### config.mk
export PLATFORM = sky130hd
export DESIGN_NAME = miner_controller
export DESIGN_NICKNAME = d
export VERILOG_FILES = /design/src/rtl/miner_controller.sv
export SDC_FILE = /design/constraint.sdc
export NUM_CORES = 2
export LEC_CHECK = 0
export CORE_AREA = 2 2 280 282
export CTS_CLUSTER_SIZE = 40
export DETAILED_ROUTE_END_ITERATION = 12
export DIE_AREA = 0 0 282 284
export PLACE_DENSITY = 0.69
export SYNTH_ARGS = -nofsm -noshare
export SYNTH_HDL_FRONTEND = slang
export SYNTH_SLANG_ARGS = --single-unit
### constraint.sdc
create_clock -name clk -period 5.25 [get_ports clk]
set_clock_uncertainty 0.15 [all_clocks]
set_input_delay 0.7875 -clock clk [delete_from_list [all_inputs] [get_ports clk]]
set_output_delay 0.7875 -clock clk [all_outputs]
set_load 0.02 [all_outputs]
### src/rtl/miner_controller.sv
`default_nettype none
// ============================================================================
//  Module   : miner_controller
//  Brief    : Command decoder and job sequencer between the frame input
//             handler, the hash core and the byte-wide response transmitter.
//  Revision : 1.0  initial release
// ============================================================================
module miner_controller (
    input  logic         clk,
    input  logic         rst,
    input  logic         ih_ready,
    input  logic [7:0]   ih_command,
    input  logic [15:0]  ih_data_count,
    input  logic [255:0] ih_buffer,
    output logic         ih_data_request,
    output logic         core_start,
    output logic         core_abort,
    output logic [255:0] core_midstate,
    output logic [95:0]  core_tail,
    output logic [31:0]  core_nonce_base,
    input  logic         core_done,
    input  logic         core_found,
    input  logic [31:0]  core_nonce,
    output logic         tx_valid,
    output logic [7:0]   tx_byte,
    input  logic         tx_ready,
    output logic         busy
);

    localparam logic [1:0] c_IDLE   = 2'd0;
    localparam logic [1:0] c_DECODE = 2'd1;
    localparam logic [1:0] c_RUN    = 2'd2;
    localparam logic [1:0] c_SEND   = 2'd3;

    localparam logic [7:0] c_CMD_STATUS = 8'h30;
    localparam logic [7:0] c_CMD_MID    = 8'h31;
    localparam logic [7:0] c_CMD_TAIL   = 8'h32;
    localparam logic [7:0] c_CMD_START  = 8'h33;
    localparam logic [7:0] c_CMD_ABORT  = 8'h34;

    localparam logic [7:0] c_RSP_OK     = 8'h4B;  // 'K'
    localparam logic [7:0] c_RSP_ERR    = 8'h45;  // 'E'
    localparam logic [7:0] c_RSP_ABORT  = 8'h41;  // 'A'
    localparam logic [7:0] c_RSP_STATUS = 8'h53;  // 'S'
    localparam logic [7:0] c_RSP_FOUND  = 8'h46;  // 'F'
    localparam logic [7:0] c_RSP_NONE   = 8'h4E;  // 'N'

    logic [1:0]   r_state;
    logic [1:0]   w_state_next;
    logic [1:0]   r_ret;
    logic         r_busy;
    logic [7:0]   r_cmd;
    logic [15:0]  r_cnt;
    logic [255:0] r_buf;
    logic [39:0]  r_tx_buf;   // response bytes, next byte to send in [39:32]
    logic [2:0]   r_tx_cnt;   // bytes still to send
    logic         r_pend_valid;
    logic         r_pend_found;
    logic [31:0]  r_pend_nonce;
    logic         r_core_start;
    logic         r_core_abort;
    logic [255:0] r_mid;
    logic [95:0]  r_tail;
    logic [31:0]  r_nb;
    logic         w_take;
    logic         w_accept;
    logic         w_last;
    logic         w_result_go;

    // Search result response: 'F' + nonce MSB first, or a lone 'N'.
    function automatic logic [39:0] result_bytes(input logic found, input logic [31:0] nonce);
        return found ? {c_RSP_FOUND, nonce} : {c_RSP_NONE, 32'h0};
    endfunction

    function automatic logic [2:0] result_len(input logic found);
        return found ? 3'd5 : 3'd1;
    endfunction

    // State register.
    always_ff @(posedge clk) begin
        if (rst) r_state <= c_IDLE;
        else     r_state <= w_state_next;
    end

    // Next-state logic, frame acceptance and handshake qualifiers.
    always_comb begin
        w_state_next = r_state;
        w_take       = 1'b0;
        w_accept     = (r_state == c_SEND) && tx_ready;
        w_last       = w_accept && (r_tx_cnt == 3'd1);
        // A finished search is reported right after the current response.
        w_result_go  = r_pend_valid || (core_done && r_busy);
        case (r_state)
            c_IDLE: begin
                if (ih_ready && !rst) begin
                    w_take       = 1'b1;
                    w_state_next = c_DECODE;
                end
            end
            c_RUN: begin
                // The core result has priority; a waiting frame stays held.
                if (core_done) begin
                    w_state_next = c_SEND;
                end else if (ih_ready && !rst) begin
                    w_take       = 1'b1;
                    w_state_next = c_DECODE;
                end
            end
            c_DECODE: w_state_next = c_SEND;
            c_SEND: begin
                if (w_last) w_state_next = w_result_go ? c_SEND : r_ret;
            end
            default: w_state_next = c_IDLE;
        endcase
    end

    // Frame capture, command execution, job tracking and response shifting.
    always_ff @(posedge clk) begin
        if (rst) begin
            r_ret        <= c_IDLE;
            r_busy       <= 1'b0;
            r_cmd        <= 8'h0;
            r_cnt        <= 16'h0;
            r_buf        <= 256'h0;
            r_tx_buf     <= 40'h0;
            r_tx_cnt     <= 3'd0;
            r_pend_valid <= 1'b0;
            r_pend_found <= 1'b0;
            r_pend_nonce <= 32'h0;
            r_core_start <= 1'b0;
            r_core_abort <= 1'b0;
            r_mid        <= 256'h0;
            r_tail       <= 96'h0;
            r_nb         <= 32'h0;
        end else begin
            r_core_start <= 1'b0;
            r_core_abort <= 1'b0;
            if (w_take) begin
                r_cmd <= ih_command;
                r_cnt <= ih_data_count;
                r_buf <= ih_buffer;
            end
            case (r_state)
                c_RUN: begin
                    if (core_done) begin
                        r_tx_buf <= result_bytes(core_found, core_nonce);
                        r_tx_cnt <= result_len(core_found);
                        r_busy   <= 1'b0;
                        r_ret    <= c_IDLE;
                    end
                end
                c_DECODE: begin
                    r_ret    <= r_busy ? c_RUN : c_IDLE;
                    r_tx_buf <= {c_RSP_ERR, 32'h0};
                    r_tx_cnt <= 3'd1;
                    // Abort discards a result that lands on its decode cycle.
                    if (core_done && r_busy && (r_cmd != c_CMD_ABORT)) begin
                        r_pend_valid <= 1'b1;
                        r_pend_found <= core_found;
                        r_pend_nonce <= core_nonce;
                    end
                    case (r_cmd)
                        c_CMD_STATUS: begin
                            r_tx_buf <= {c_RSP_STATUS, 7'b0, r_busy, 24'h0};
                            r_tx_cnt <= 3'd2;
                        end
                        c_CMD_MID: begin
                            if (!r_busy && (r_cnt == 16'd64)) begin
                                r_mid    <= r_buf;
                                r_tx_buf <= {c_RSP_OK, 32'h0};
                            end
                        end
                        c_CMD_TAIL: begin
                            if (!r_busy && (r_cnt == 16'd24)) begin
                                r_tail   <= r_buf[95:0];
                                r_tx_buf <= {c_RSP_OK, 32'h0};
                            end
                        end
                        c_CMD_START: begin
                            if (!r_busy && (r_cnt == 16'd8)) begin
                                r_nb         <= r_buf[31:0];
                                r_core_start <= 1'b1;
                                r_busy       <= 1'b1;
                                r_ret        <= c_RUN;
                                r_tx_buf     <= {c_RSP_OK, 32'h0};
                            end
                        end
                        c_CMD_ABORT: begin
                            if (r_busy) begin
                                r_core_abort <= 1'b1;
                                r_busy       <= 1'b0;
                                r_ret        <= c_IDLE;
                                r_tx_buf     <= {c_RSP_ABORT, 32'h0};
                            end
                        end
                        default: ;
                    endcase
                end
                c_SEND: begin
                    if (w_accept) begin
                        r_tx_buf <= {r_tx_buf[31:0], 8'h00};
                        r_tx_cnt <= r_tx_cnt - 3'd1;
                    end
                    if (w_last && w_result_go) begin
                        if (r_pend_valid) begin
                            r_tx_buf <= result_bytes(r_pend_found, r_pend_nonce);
                            r_tx_cnt <= result_len(r_pend_found);
                        end else begin
                            r_tx_buf <= result_bytes(core_found, core_nonce);
                            r_tx_cnt <= result_len(core_found);
                        end
                        r_pend_valid <= 1'b0;
                        r_busy       <= 1'b0;
                        r_ret        <= c_IDLE;
                    end else if (core_done && r_busy) begin
                        r_pend_valid <= 1'b1;
                        r_pend_found <= core_found;
                        r_pend_nonce <= core_nonce;
                    end
                end
                default: ;
            endcase
        end
    end

    assign ih_data_request = w_take;
    assign core_start      = r_core_start;
    assign core_abort      = r_core_abort;
    assign core_midstate   = r_mid;
    assign core_tail       = r_tail;
    assign core_nonce_base = r_nb;
    assign tx_valid        = (r_state == c_SEND);
    assign tx_byte         = r_tx_buf[39:32];
    assign busy            = r_busy;

endmodule
`default_nettype wire

After elaboration in Yosys (flattened, before gate mapping)

Index checks and enable logic that the tools add are counted.

Register bits after elaboration: 748
Bits in latches: 0
RAM bits: 0
Memory bits (read-only): 0
Input port bits: 318
Output and inout port bits: 397
Logic and storage cells: 122
Memories: 0

$add $sub $neg: 1
Multipliers: 0
Div/mod/pow operators: 0
Order comparisons: 0
Equality and inequality tests: 23
Shifts and indexed selects: 0
Multiplexer cells: 54
Bitwise logic cells: 3
Reductions and logical operators: 25

Operator list:

| kind                                                                   | number |
|---|---|
| 36-bit two-way mux                                                     | 6 |
| 37-bit case mux with 5 select lines                                    | 1 |
| 40-bit two-way mux                                                     | 3 |
| 40-bit case mux with 3 select lines                                    | 1 |
| 32-bit two-way mux                                                     | 3 |
| 32-bit case mux with 2 select lines                                    | 1 |
| 8-bit by 6-bit equality test with 1-bit output, second input constant  | 5 |
| 35-bit two-way mux                                                     | 1 |
| 2-bit two-way mux                                                      | 10 |
| 3-bit two-way mux                                                      | 6 |
| 3-bit AND reduction                                                    | 6 |
| 16-bit by 4-bit equality test with 1-bit output, second input constant | 1 |
| 16-bit by 5-bit equality test with 1-bit output, second input constant | 1 |
| 16-bit by 7-bit equality test with 1-bit output, second input constant | 1 |
| 1-bit two-way mux                                                      | 13 |
| 1-bit logical AND                                                      | 9 |
| 3-bit case mux with 3 select lines                                     | 1 |
| 8-bit by 6-bit != test with 1-bit output, second input constant        | 1 |
| 1-bit case mux with 2 select lines                                     | 4 |
| 2-bit case mux with 4 select lines                                     | 1 |
| 2-bit by 1-bit != test with 1-bit output, second input constant        | 3 |
| 2-bit != test, second input constant                                   | 3 |
| 3-bit by 1-bit != test with 1-bit output, second input constant        | 2 |
| 2-bit case mux with 3 select lines                                     | 1 |
| other kinds (17)                                                       | 22 |

Logic depth before layout (Yosys ltp)

Word-level depth: 6
Depth in mapped cells: 10

Worst setup path after synthesis

No wires, ideal clock.

Path kind: input -> output
From: input port rst
To: output port ih_data_request
Data arrival time: 2110 ps
Data required time: 4313 ps
Slack: 2202 ps
Stages: 7
Buffers on the path: 4
Cell sequence: clkbuf_1 > inv_1 > nand2_1 > nor2_1 > buf_2 > clkbuf_1 > clkbuf_1

Word-level cells in the longest chain between the ends: 5

Ends and longest elaborated chain:

| element                              | RTL line | RTL |
|---|---|---|
| from (decl)                          | 10       | `input logic rst,` |
| 1-bit logical NOT *                  | 95, 104  |  |
| 1-bit logical AND *                  | 95, 104  |  |
| 1-bit two-way mux *                  | 95, 104  |  |
| 1-bit two-way mux                    | 102      | `if (core_done) begin` |
| 1-bit case mux with 2 select lines * | 93       | `case (r_state)` |
| to (decl)                            | 15       | `output logic ih_data_request,` |

Mark *: on every way between the ends. The rest lies on a longest branch, timed or not.

Final worst setup path

From: input port core_done
To: output port ih_data_request

Word-level cells in the longest chain between the ends: 2

Ends and longest elaborated chain:

| element                            | RTL line | RTL |
|---|---|---|
| from (decl)                        | 21       | `input logic core_done,` |
| 1-bit two-way mux                  | 102      |  |
| 1-bit case mux with 2 select lines | 93       |  |

No other way between the ends.

==> out/metrics.yaml <==
insertion_delay_ps: 630
path_max_fanout: 6
avgSynthCellArea_um2: 8.23
max_freq_mhz: 272
fin_area_um2: 37400
ys_ff_latch: 747
drive_gt1_share_pct: 5.60
slew_headroom_pct: 20.8
drt_first_pass_iters: 7
gp_congestion: 0.838
viasPerCell: 4.78
yosysTopAreaCell: "dfxtp_1"
synthTopCellsByArea: "dfxtp_1, nand2_1, a21oi_1, o21ai_0, nand2b_1"
finalCritPeriodShare_pct: 70.1
synth_edf_count: 0
htree_num_levels: 3
area_growth_pct: 37.9
hold_buffers: 0
ant_nets: 0
wire_per_inst_um: 17.7
netlist_area_um2: 27100
min_period_ps: 3680
die_x_um: 282
powerDensity_nw_per_um2: 336
fill_cells: 7372
worst_pin_slew_ps: 1190
vias: 23767
cts_max_path_buffers: 3
multi_input_area_um2: 10900
drv_cap: 0
slew_viol_final: 0
synth_most_common_cell: "nand2_1"
status: "completed"
crit_path_end_kind: "primary output"
synth_common_cells: "nand2_1, dfxtp_1, a21oi_1, o21ai_0, clkbuf_1"
antenna_found_initial: 23
post_cts_resized: 0
required_ps: 4310
synthDominantCellAreaShare_pct: 55.2
dieArea_um2: 80100
rsz0062_at_grt: "no"
grt_pass1_vias: 21963
start_util_pct: 35.2
place_inst: 4807
root_buffer: "clkbuf_16"
synth_seq_area_share_pct: 55.2
core_area_um2: 77000
drt_wl_total_mm: 88.0
grt_use_total_pct: 21.0
crit_type: "in2out"
final.setup.tns_ps: 0
synth_ff_type: "dfxtp_1"
seqCellArea_um2: 15000
drt_iter0_markers: 1846
clock_sinks: 747
crit_arrival_ps: 2740
grt-ovfl-total: 0
min_path_type: "reg2reg"
cts_buffers: 80
core.rowCount: 102
start_kind: "input pin"
final_nets: 4169
cts_tree: "done"
async_flop_share_pct: 0
setup_viol: 0
numPortBuffers: 714
layout.cells.non_filler: 4970
hold_viol: 0
cts.clk_slew.worst_paths_ps: 60
fp.dieH_um: 284
grt_pass1_wl_mm: 132
grt_max_degree: 190
dp_hpwl_mm: 57.1
ir_drop_mv: 0.208
post_dp_cell_area_um2: 34600
p_leak_nw: 12.7
netlist_instances: 3293
p_total_w: 0.0125
synth_nets: 3613
yosysWarnings: 0
timing.hold.ws_ps: 295
synth_cell_type_count: 53
io-pin-count: 715
drcViolationCount: 0
postCtsSetupBuffers: 0
metrics by stage:
step           util [%]  setup slack (ps)
3_5_place_dp       44.9              1590
5_1_grt            48.5              1520
3_3_place_gp       44.9              1600
6_report           48.5              1570
2_1_floorplan         -              2200
4_1_cts            48.5              1590
final cells by class:
type                    instances  share of cell area, %
flip-flops and latches        747                   40.0
multi-input cells            2276                   29.1
repair buffers                736                   19.9
clock buffers                 123                   6.38
well taps                    1040                   3.48
clock inverters                24                  0.961
diodes                         16                  0.107
inverters                       8                 0.0938
worst max-delay path, cell delays in order:
cell and delay [ps]:
clkdlybuf4s50_1 500, a21o_1 310, nor2_4 380, clkdlybuf4s50_1 760
report_power, final:
group / switching [W] / total (W) / internal [W]
combinational: 0.000389 / 0.000763 / 0.000374
sequential: 0.000128 / 0.00599 / 0.00586
clock: 0.00238 / 0.00579 / 0.00341
layer usage:
| metal | wire, um | GRT usage, % | part of all wire [%] |
|---|---|---|---|
| met1 | 36700 | 26.2 | 42 |
| met4 | 2800 | 8.67 | 3.2 |
| met3 | 6840 | 6.22 | 7.8 |
| met5 | 54 | 0 | 0.061 |
| met2 | 41600 | 33.6 | 47 |
logic make-up (layout without fill, tap and decap cells):
family	after synthesis	count (layout)	share of synthesized area (%)
flip-flops	747	747	55.2
other	0	16	0
multiplexers	65	65	2.40
buffers and inverters	270	891	4.92
AO/OA/AOI/OAI	732	732	14.4
adder cells (fa/ha/maj)	2	2	0.0923
AND/OR/NAND/NOR	1475	1475	23.0
XOR/XNOR	2	2	0.0646
registers in the layout (all words and copies together) (netlist names):
register and cells:
r_cnt 16, r_ret 1, core_abort 1, r_state 2, r_pend_valid 1, r_pend_found 1, r_tx_cnt 3, core_midstate 256
core_start 1, core_nonce_base 32, r_cmd 8, r_tx_buf 40, r_pend_nonce 32, core_tail 96, r_buf 256, busy 1
worst paths after layout:
check | start | endpoint | slack (ps) | cells past startpoint
setup reg to reg | r_cnt[15]$_SDFFE_PP0P_ | core_midstate[111]$_SDFFE_PP0P_ | 1680 | 6
setup / recovery | core_done | ih_data_request | 1570 | 4
hold / removal | r_buf[233]$_SDFFE_PP0P_ | core_midstate[233]$_SDFFE_PP0P_ | 290 | 2
hold reg to reg | r_buf[233]$_SDFFE_PP0P_ | core_midstate[233]$_SDFFE_PP0P_ | 290 | 2
placed cells by master (no fill, tap or decap), types with 3 or more instances in the layout:
| cell | synthesis | routed |
|---|---|---|
| nand2_1 | 1110 | 1110 |
| dfxtp_1 | 747 | 747 |
| clkdlybuf4s50_1 | 0 | 713 |
| a21oi_1 | 387 | 386 |
| o21ai_0 | 284 | 284 |
| nand2b_1 | 144 | 144 |
| nor2_1 | 83 | 82 |
| clkbuf_16 | 0 | 81 |
| mux2i_1 | 65 | 65 |
| nand2_2 | 56 | 56 |
| nor3_1 | 41 | 40 |
| a221o_1 | 24 | 24 |
| clkbuf_1 | 178 | 22 |
| clkbuf_8 | 0 | 20 |
| diode_2 | 0 | 16 |
| buf_4 | 8 | 14 |
| clkinv_2 | 0 | 9 |
| a221oi_1 | 8 | 8 |
| buf_12 | 0 | 8 |
| inv_1 | 8 | 7 |
| nand3_1 | 8 | 7 |
| nor4_1 | 7 | 7 |
| bufinv_16 | 0 | 5 |
| nand4_1 | 4 | 4 |
| nand3b_1 | 3 | 3 |
| a31o_2 | 3 | 3 |
| a22oi_1 | 3 | 3 |
| o211ai_1 | 3 | 3 |
| o31ai_1 | 3 | 3 |
| clkinvlp_4 | 0 | 3 |
(Power assumes the default switching activity.)
